**src/rtl/cosim_commit_arbiter.sv**
```systemverilog
// Round-robin arbiter that buffers one commit bundle per hart and serializes it,
// lane by lane and then the optional trap, onto a single cosim checker port.
module cosim_commit_arbiter #(
    parameter int NHARTS       = 2,
    parameter int COMMIT_WIDTH = 2,
    parameter int XLEN         = 64
) (
    input  logic                                 clock,
    input  logic                                 reset,
    input  logic [NHARTS-1:0]                    in_valid,
    output logic [NHARTS-1:0]                    in_ready,
    input  logic [NHARTS*COMMIT_WIDTH-1:0]       in_mask,
    input  logic [NHARTS*COMMIT_WIDTH*XLEN-1:0]  in_pc,
    input  logic [NHARTS*COMMIT_WIDTH*32-1:0]    in_inst,
    input  logic [NHARTS*COMMIT_WIDTH*XLEN-1:0]  in_wdata,
    input  logic [NHARTS*COMMIT_WIDTH*XLEN-1:0]  in_mstatus,
    input  logic [NHARTS*COMMIT_WIDTH-1:0]       in_check,
    input  logic [NHARTS-1:0]                    in_int_xcpt,
    input  logic [NHARTS*XLEN-1:0]               in_cause,
    output logic                                 out_valid,
    input  logic                                 out_ready,
    output logic [31:0]                          out_hartid,
    output logic                                 out_is_trap,
    output logic [XLEN-1:0]                      out_pc,
    output logic [31:0]                          out_inst,
    output logic [XLEN-1:0]                      out_wdata,
    output logic [XLEN-1:0]                      out_mstatus,
    output logic [XLEN-1:0]                      out_cause,
    output logic                                 out_check,
    output logic [63:0]                          commit_count
);
    localparam int NL = NHARTS * COMMIT_WIDTH;
    localparam int HW = (NHARTS > 1) ? $clog2(NHARTS) : 1;
    localparam int LW = (COMMIT_WIDTH > 1) ? $clog2(COMMIT_WIDTH) : 1;
    localparam int IW = (NL > 1) ? $clog2(NL) : 1;

    typedef enum logic [1:0] {IDLE, DRAIN, TRAP, RELEASE} state_t;

    state_t                  state;
    logic [HW-1:0]           grant, rr, pick_h, cand;
    logic                    pick_found;
    logic [NHARTS-1:0]       slot_full, slot_xcpt, take;
    logic [COMMIT_WIDTH-1:0] slot_mask [NHARTS];
    logic [XLEN-1:0]         slot_pc [NL], slot_wdata [NL], slot_mstatus [NL];
    logic [31:0]             slot_inst [NL];
    logic [NL-1:0]           slot_check;
    logic [XLEN-1:0]         slot_cause [NHARTS];
    logic [COMMIT_WIDTH-1:0] cur_mask, rem_mask;
    logic [LW-1:0]           cur_lane, next_lane;
    logic [IW-1:0]           ld_idx;
    logic                    hs, mask_upd;

    function automatic logic [LW-1:0] lowest(input logic [COMMIT_WIDTH-1:0] m);
        lowest = '0;
        for (int i = COMMIT_WIDTH - 1; i >= 0; i--)
            if (m[i]) lowest = LW'(i);
    endfunction

    assign in_ready  = ~slot_full;
    assign cur_mask  = slot_mask[grant];
    assign rem_mask  = cur_mask & (cur_mask - COMMIT_WIDTH'(1));
    assign cur_lane  = lowest(cur_mask);
    assign next_lane = lowest(rem_mask);
    // Before the first record is loaded the head lane is shown; afterwards the
    // record being replaced is the head, so the successor is loaded.
    assign ld_idx    = IW'(grant) * IW'(COMMIT_WIDTH) + IW'(out_valid ? next_lane : cur_lane);
    assign hs        = out_valid & out_ready;
    assign mask_upd  = (state == DRAIN) & hs;

    always_comb begin
        pick_found = 1'b0;
        pick_h     = '0;
        cand       = '0;
        for (int i = 0; i < NHARTS; i++) begin
            cand = HW'((int'(rr) + i) % NHARTS);
            if (!pick_found && slot_full[cand]) begin
                pick_found = 1'b1;
                pick_h     = cand;
            end
        end
    end

    for (genvar h = 0; h < NHARTS; h++) begin : g_slot
        assign take[h] = in_valid[h] & ~slot_full[h] &
                         ((|in_mask[h*COMMIT_WIDTH +: COMMIT_WIDTH]) | in_int_xcpt[h]);

        always_ff @(posedge clock or negedge reset) begin
            if (!reset) begin
                slot_full[h] <= 1'b0;
                slot_xcpt[h] <= 1'b0;
                slot_mask[h] <= '0;
            end else if (take[h]) begin
                slot_full[h] <= 1'b1;
                slot_xcpt[h] <= in_int_xcpt[h];
                slot_mask[h] <= in_mask[h*COMMIT_WIDTH +: COMMIT_WIDTH];
            end else if (state == RELEASE && grant == HW'(h)) begin
                slot_full[h] <= 1'b0;
            end else if (mask_upd && grant == HW'(h)) begin
                slot_mask[h] <= rem_mask;
            end
        end

        // Payload needs no reset: it is only read while the slot is full.
        always_ff @(posedge clock) begin
            if (take[h]) slot_cause[h] <= in_cause[h*XLEN +: XLEN];
        end

        for (genvar l = 0; l < COMMIT_WIDTH; l++) begin : g_lane
            localparam int K = h * COMMIT_WIDTH + l;
            always_ff @(posedge clock) begin
                if (take[h]) begin
                    slot_pc[K]      <= in_pc[K*XLEN +: XLEN];
                    slot_inst[K]    <= in_inst[K*32 +: 32];
                    slot_wdata[K]   <= in_wdata[K*XLEN +: XLEN];
                    slot_mstatus[K] <= in_mstatus[K*XLEN +: XLEN];
                    slot_check[K]   <= in_check[K];
                end
            end
        end
    end

    always_ff @(posedge clock or negedge reset) begin
        if (!reset) begin
            state        <= IDLE;
            grant        <= '0;
            rr           <= '0;
            commit_count <= '0;
            out_valid    <= 1'b0;
            out_hartid   <= '0;
            out_is_trap  <= 1'b0;
            out_pc       <= '0;
            out_inst     <= '0;
            out_wdata    <= '0;
            out_mstatus  <= '0;
            out_cause    <= '0;
            out_check    <= 1'b0;
        end else begin
            case (state)
                IDLE: if (pick_found) begin
                    grant <= pick_h;
                    state <= (|slot_mask[pick_h]) ? DRAIN : TRAP;
                end
                DRAIN: begin
                    if (hs) commit_count <= commit_count + 64'd1;
                    if (!out_valid || (hs && |rem_mask)) begin
                        out_valid   <= 1'b1;
                        out_hartid  <= 32'(grant);
                        out_is_trap <= 1'b0;
                        out_pc      <= slot_pc[ld_idx];
                        out_inst    <= slot_inst[ld_idx];
                        out_wdata   <= slot_wdata[ld_idx];
                        out_mstatus <= slot_mstatus[ld_idx];
                        out_check   <= slot_check[ld_idx];
                        out_cause   <= '0;
                    end else if (hs && slot_xcpt[grant]) begin
                        out_is_trap <= 1'b1;
                        out_cause   <= slot_cause[grant];
                        out_pc      <= '0;
                        out_inst    <= '0;
                        out_wdata   <= '0;
                        out_mstatus <= '0;
                        out_check   <= 1'b0;
                        state       <= TRAP;
                    end else if (hs) begin
                        out_valid   <= 1'b0;
                        out_pc      <= '0;
                        out_inst    <= '0;
                        out_wdata   <= '0;
                        out_mstatus <= '0;
                        out_check   <= 1'b0;
                        state       <= RELEASE;
                    end
                end
                TRAP: begin
                    if (!out_valid) begin
                        out_valid   <= 1'b1;
                        out_hartid  <= 32'(grant);
                        out_is_trap <= 1'b1;
                        out_cause   <= slot_cause[grant];
                        out_pc      <= '0;
                        out_inst    <= '0;
                        out_wdata   <= '0;
                        out_mstatus <= '0;
                        out_check   <= 1'b0;
                    end else if (out_ready) begin
                        out_valid   <= 1'b0;
                        out_is_trap <= 1'b0;
                        out_cause   <= '0;
                        state       <= RELEASE;
                    end
                end
                RELEASE: begin
                    rr    <= (grant == HW'(NHARTS - 1)) ? '0 : grant + HW'(1);
                    state <= IDLE;
                end
                default: state <= IDLE;
            endcase
        end
    end
endmodule

```
**config.mk**
```make
export PLATFORM = sky130hd
export DESIGN_NAME = cosim_commit_arbiter
export DESIGN_NICKNAME = d
export VERILOG_FILES = /design/src/rtl/cosim_commit_arbiter.sv
export SDC_FILE = /design/constraint.sdc
export NUM_CORES = 2
export LEC_CHECK = 0
export ABC_AREA = 0
export CORE_AREA = 2 2 557 559
export DETAILED_ROUTE_END_ITERATION = 8
export DIE_AREA = 0 0 559 561
export PLACE_DENSITY = 0.41
export SYNTH_ARGS = -nofsm -noshare
export SYNTH_HDL_FRONTEND = slang
export SYNTH_SLANG_ARGS = --single-unit
```
**constraint.sdc**
```tcl
create_clock -name clock -period 16.01 [get_ports clock]
set_clock_uncertainty 0.1 [all_clocks]
set_input_delay 3.202 -clock clock [delete_from_list [all_inputs] [get_ports clock]]
set_output_delay 3.202 -clock clock [all_outputs]
set_load 0.02 [all_outputs]
```
==> metrics.csv <==
metric;value;unit
worst_ep_arrival_time;6.79;ns
htreeDepth;4;
rsz0062_at_grt;false;
num_vias;30514;
synthFlopType;edfxtp_1;
cts.clk_slew.worst_paths;0.06;ns
r2r_slack;10.52;ns
crit_path_end_kind;register;
cts_tree;done;
worstReg2RegEnd;out_wdata[43];
avgSynthCellArea;20.5;um^2
port_buffers;1396;
worst_slew_pin_slew;1.32;ns
p_comb_share;30.9;%
antenna_found_initial;95;
wl;221000;um
critPathKind;in -> reg;
drc;0;
globalplace.congestion;0.836;
io_pins;1428;
nNetsFinal;5022;
synthCells;2488;
hp-class;reg -> reg;
hold_viol;0;
placed_area;0.0700;mm^2
fp-row-count;204;
hold_buffers;0;
crit_fanout;111;
drv_slew;0;
die_h;561;um
hp-start;out_cause[12];
cts_root_buf;clkbuf_16;
grt_use_met1;15.9;%
leakage;26.5;nW
start_util;16.6;%
crit_required;16.35;ns
max_freq;0.155;GHz
first_global_vias;32594;
fin_hold_ws;0.375;ns
synth_edf_count;1028;
grt_pass1_wl;297000;um
clk_path_buf_depth;4;
synth_area;0.0511;mm^2
avgViaCountPerCell;3.69;
maxCapViolations;0;
grt.busiest_layer;met2;
p_clk_share;30.7;%
grt_overflow;0;
grtUsageMet2;23.1;%
fin_crit_sh;40.3;%
r2r_start;grant;
dp_hpwl;168000;um
setup_violations;0;
setup_tns;0;ns
ant_nets;0;
min_path_cells;2;
clock_sinks;1396;
grt_util_met3;5.77;%
track_usage;13.7;%
power_density;173;mW/mm^2
yosys_warnings;0;
slew_headroom;11.4;%
period_minus_slack;6.46;ns
synthToLayoutAreaGrowth;48.4;%
post_cts_buffers;0;
synth-seq-cells;1396;
switching_power;4.36;mW
hold_path_end;out_cause[12];
power_switching_share;33.3;%
yosysUniqueCellTypes;52;
ctsResizeCount;0;
synth-seq-area-share;78.4;%
core;0.308;mm^2
p_seq_share;38.3;%
p_int;8.72;mW
worstSkewPairLatency;0.82;ns
drive_gt1_share;13.5;%
synthArstFlopShare;26.4;%
layout_setup_ws;9.55;ns
r2r_cells;9;
final_util;24.6;%
grt_start_max_net_pins;125;
wl_per_cell;26.7;um
finalInstanceArea;0.0758;mm^2
irDropWorstVdd;132;uV
cp-start-kind;primary input;
cts_buffers;173;
drt_iter0_drc;2131;
dieArea;0.314;mm^2
post-place-ws;8.70;ns
status;finished clean;
drt_first_pass_iters;5;
chipWidth;559;um
==> cells in the mapped netlist, types with 6 or more instances <==
library cell	number	area, um^2
inv_1	18	67.6
buf_2	76	380
xor2_1	34	298
buf_4	33	248
xnor2_1	31	272
and3_1	6	37.5
nor3_1	12	60.1
mux2i_1	66	661
ha_1	6	75.1
edfxtp_1	1028	30900
nand4_1	16	100
nand3_1	28	140
nand2_1	96	360
o21ai_0	72	360
dfrtp_1	368	9210
a22o_1	227	1990
mux4_2	225	5070
clkbuf_1	40	150
a21oi_1	6	30.0
nor2_1	37	139
==> cell usage in the layout (no fill, tap or decap), types with 17 or more instances in the layout <==
cell                n
clkinv_2           18
edfxtp_1         1028
clkbuf_8           29
clkdlybuf4s50_1  1395
inv_1              17
nand3_1            28
a22o_1            227
nor2_1             37
clkbuf_1           47
mux4_2            225
dfrtp_1           367
xnor2_1            31
diode_2            27
mux2i_1            66
clkbuf_16         174
buf_4              39
xor2_1             34
nand2_1            96
conb_1             31
o21ai_0            72
==> logic make-up (layout without fill, tap and decap cells) <==
logic type | after synthesis | after routing | share of synthesized area (%)
other cells | 1 | 58 | 0.00734
compound gates | 325 | 325 | 4.96
mux | 295 | 295 | 11.3
buf+inv | 173 | 1773 | 1.71
simple gates | 227 | 227 | 2.31
fa+ha+maj | 6 | 6 | 0.147
flops | 1396 | 1396 | 78.4
xor+xnor | 65 | 65 | 1.11
==> power groups by stage <==
stage,clock [mW],combinational (mW),sequential [mW]
4_1_cts,4.17,4.21,5.03
3_5_place_dp,0,4.20,5.09
5_1_grt,4.29,4.36,5.08
3_3_place_gp,0,4.18,5.08
2_1_floorplan,0,1.99,5.38
6_report,4.02,4.05,5.02
==> area by class of cell <==
| class | count | area, um^2 |
|---|---|---|
| fillers | 31644 | 232000 |
| flip-flops and latches | 1396 | 40100 |
| repair buffers | 1439 | 14400 |
| multi-input cells | 949 | 10300 |
| well taps | 4120 | 5150 |
| clock buffers | 250 | 4930 |
| clock inverters | 66 | 831 |
| inverters | 18 | 75.1 |
| diodes | 27 | 67.6 |
==> state kept, by name, indices dropped and copies added, names as in the netlist, 4 cells and up <==
register and cells:
slot_pc 256, slot_mask 4, out_pc 64, slot_inst 128, slot_cause 128, slot_wdata 256, out_cause 64, commit_count 64
out_wdata 64, out_mstatus 64, slot_mstatus 256, slot_check 4, out_inst 32
==> worst max path at each step <==
| stage | startpoint | end | slack [ns] | cells past startpoint |
|---|---|---|---|---|
| finish | in_valid[1] | slot_pc[2][22] | 9.55 | 6 |
| global route | in_valid[1] | slot_wdata[3][36] | 9.38 | 6 |
| CTS | in_valid[1] | slot_wdata[3][36] | 9.61 | 6 |
| detailed placement | in_valid[1] | slot_wdata[2][36] | 8.70 | 6 |
| global placement | in_valid[1] | slot_pc[2][22] | 8.69 | 6 |
| floorplan | in_valid[0] | slot_cause[0][0] | 1.58 | 3 |
==> critical path, cell delays in order <==
cell and delay, ns:
clkdlybuf4s50_1 0.45, nor2b_1 0.30, o31a_4 0.61, buf_12 0.53, buf_4 0.62, buf_4 0.72
==> layer usage <==
metal | vias to the layer above | wire, um
li1 | 13026 | -
met1 | 15696 | 86100
met2 | 1350 | 108000
met3 | 346 | 21500
met4 | 96 | 5020
met5 | - | 614
==> metrics by stage <==
| step | power [mW] | cells |
|---|---|---|
| global placement | 9.27 | 7922 |
| detailed placement | 9.30 | 7922 |
| finish | 13.1 | 8265 |
| global route | 13.7 | 8246 |
| floorplan | 7.37 | 2518 |
| CTS | 13.4 | 8238 |
(Power assumes the default switching activity.)
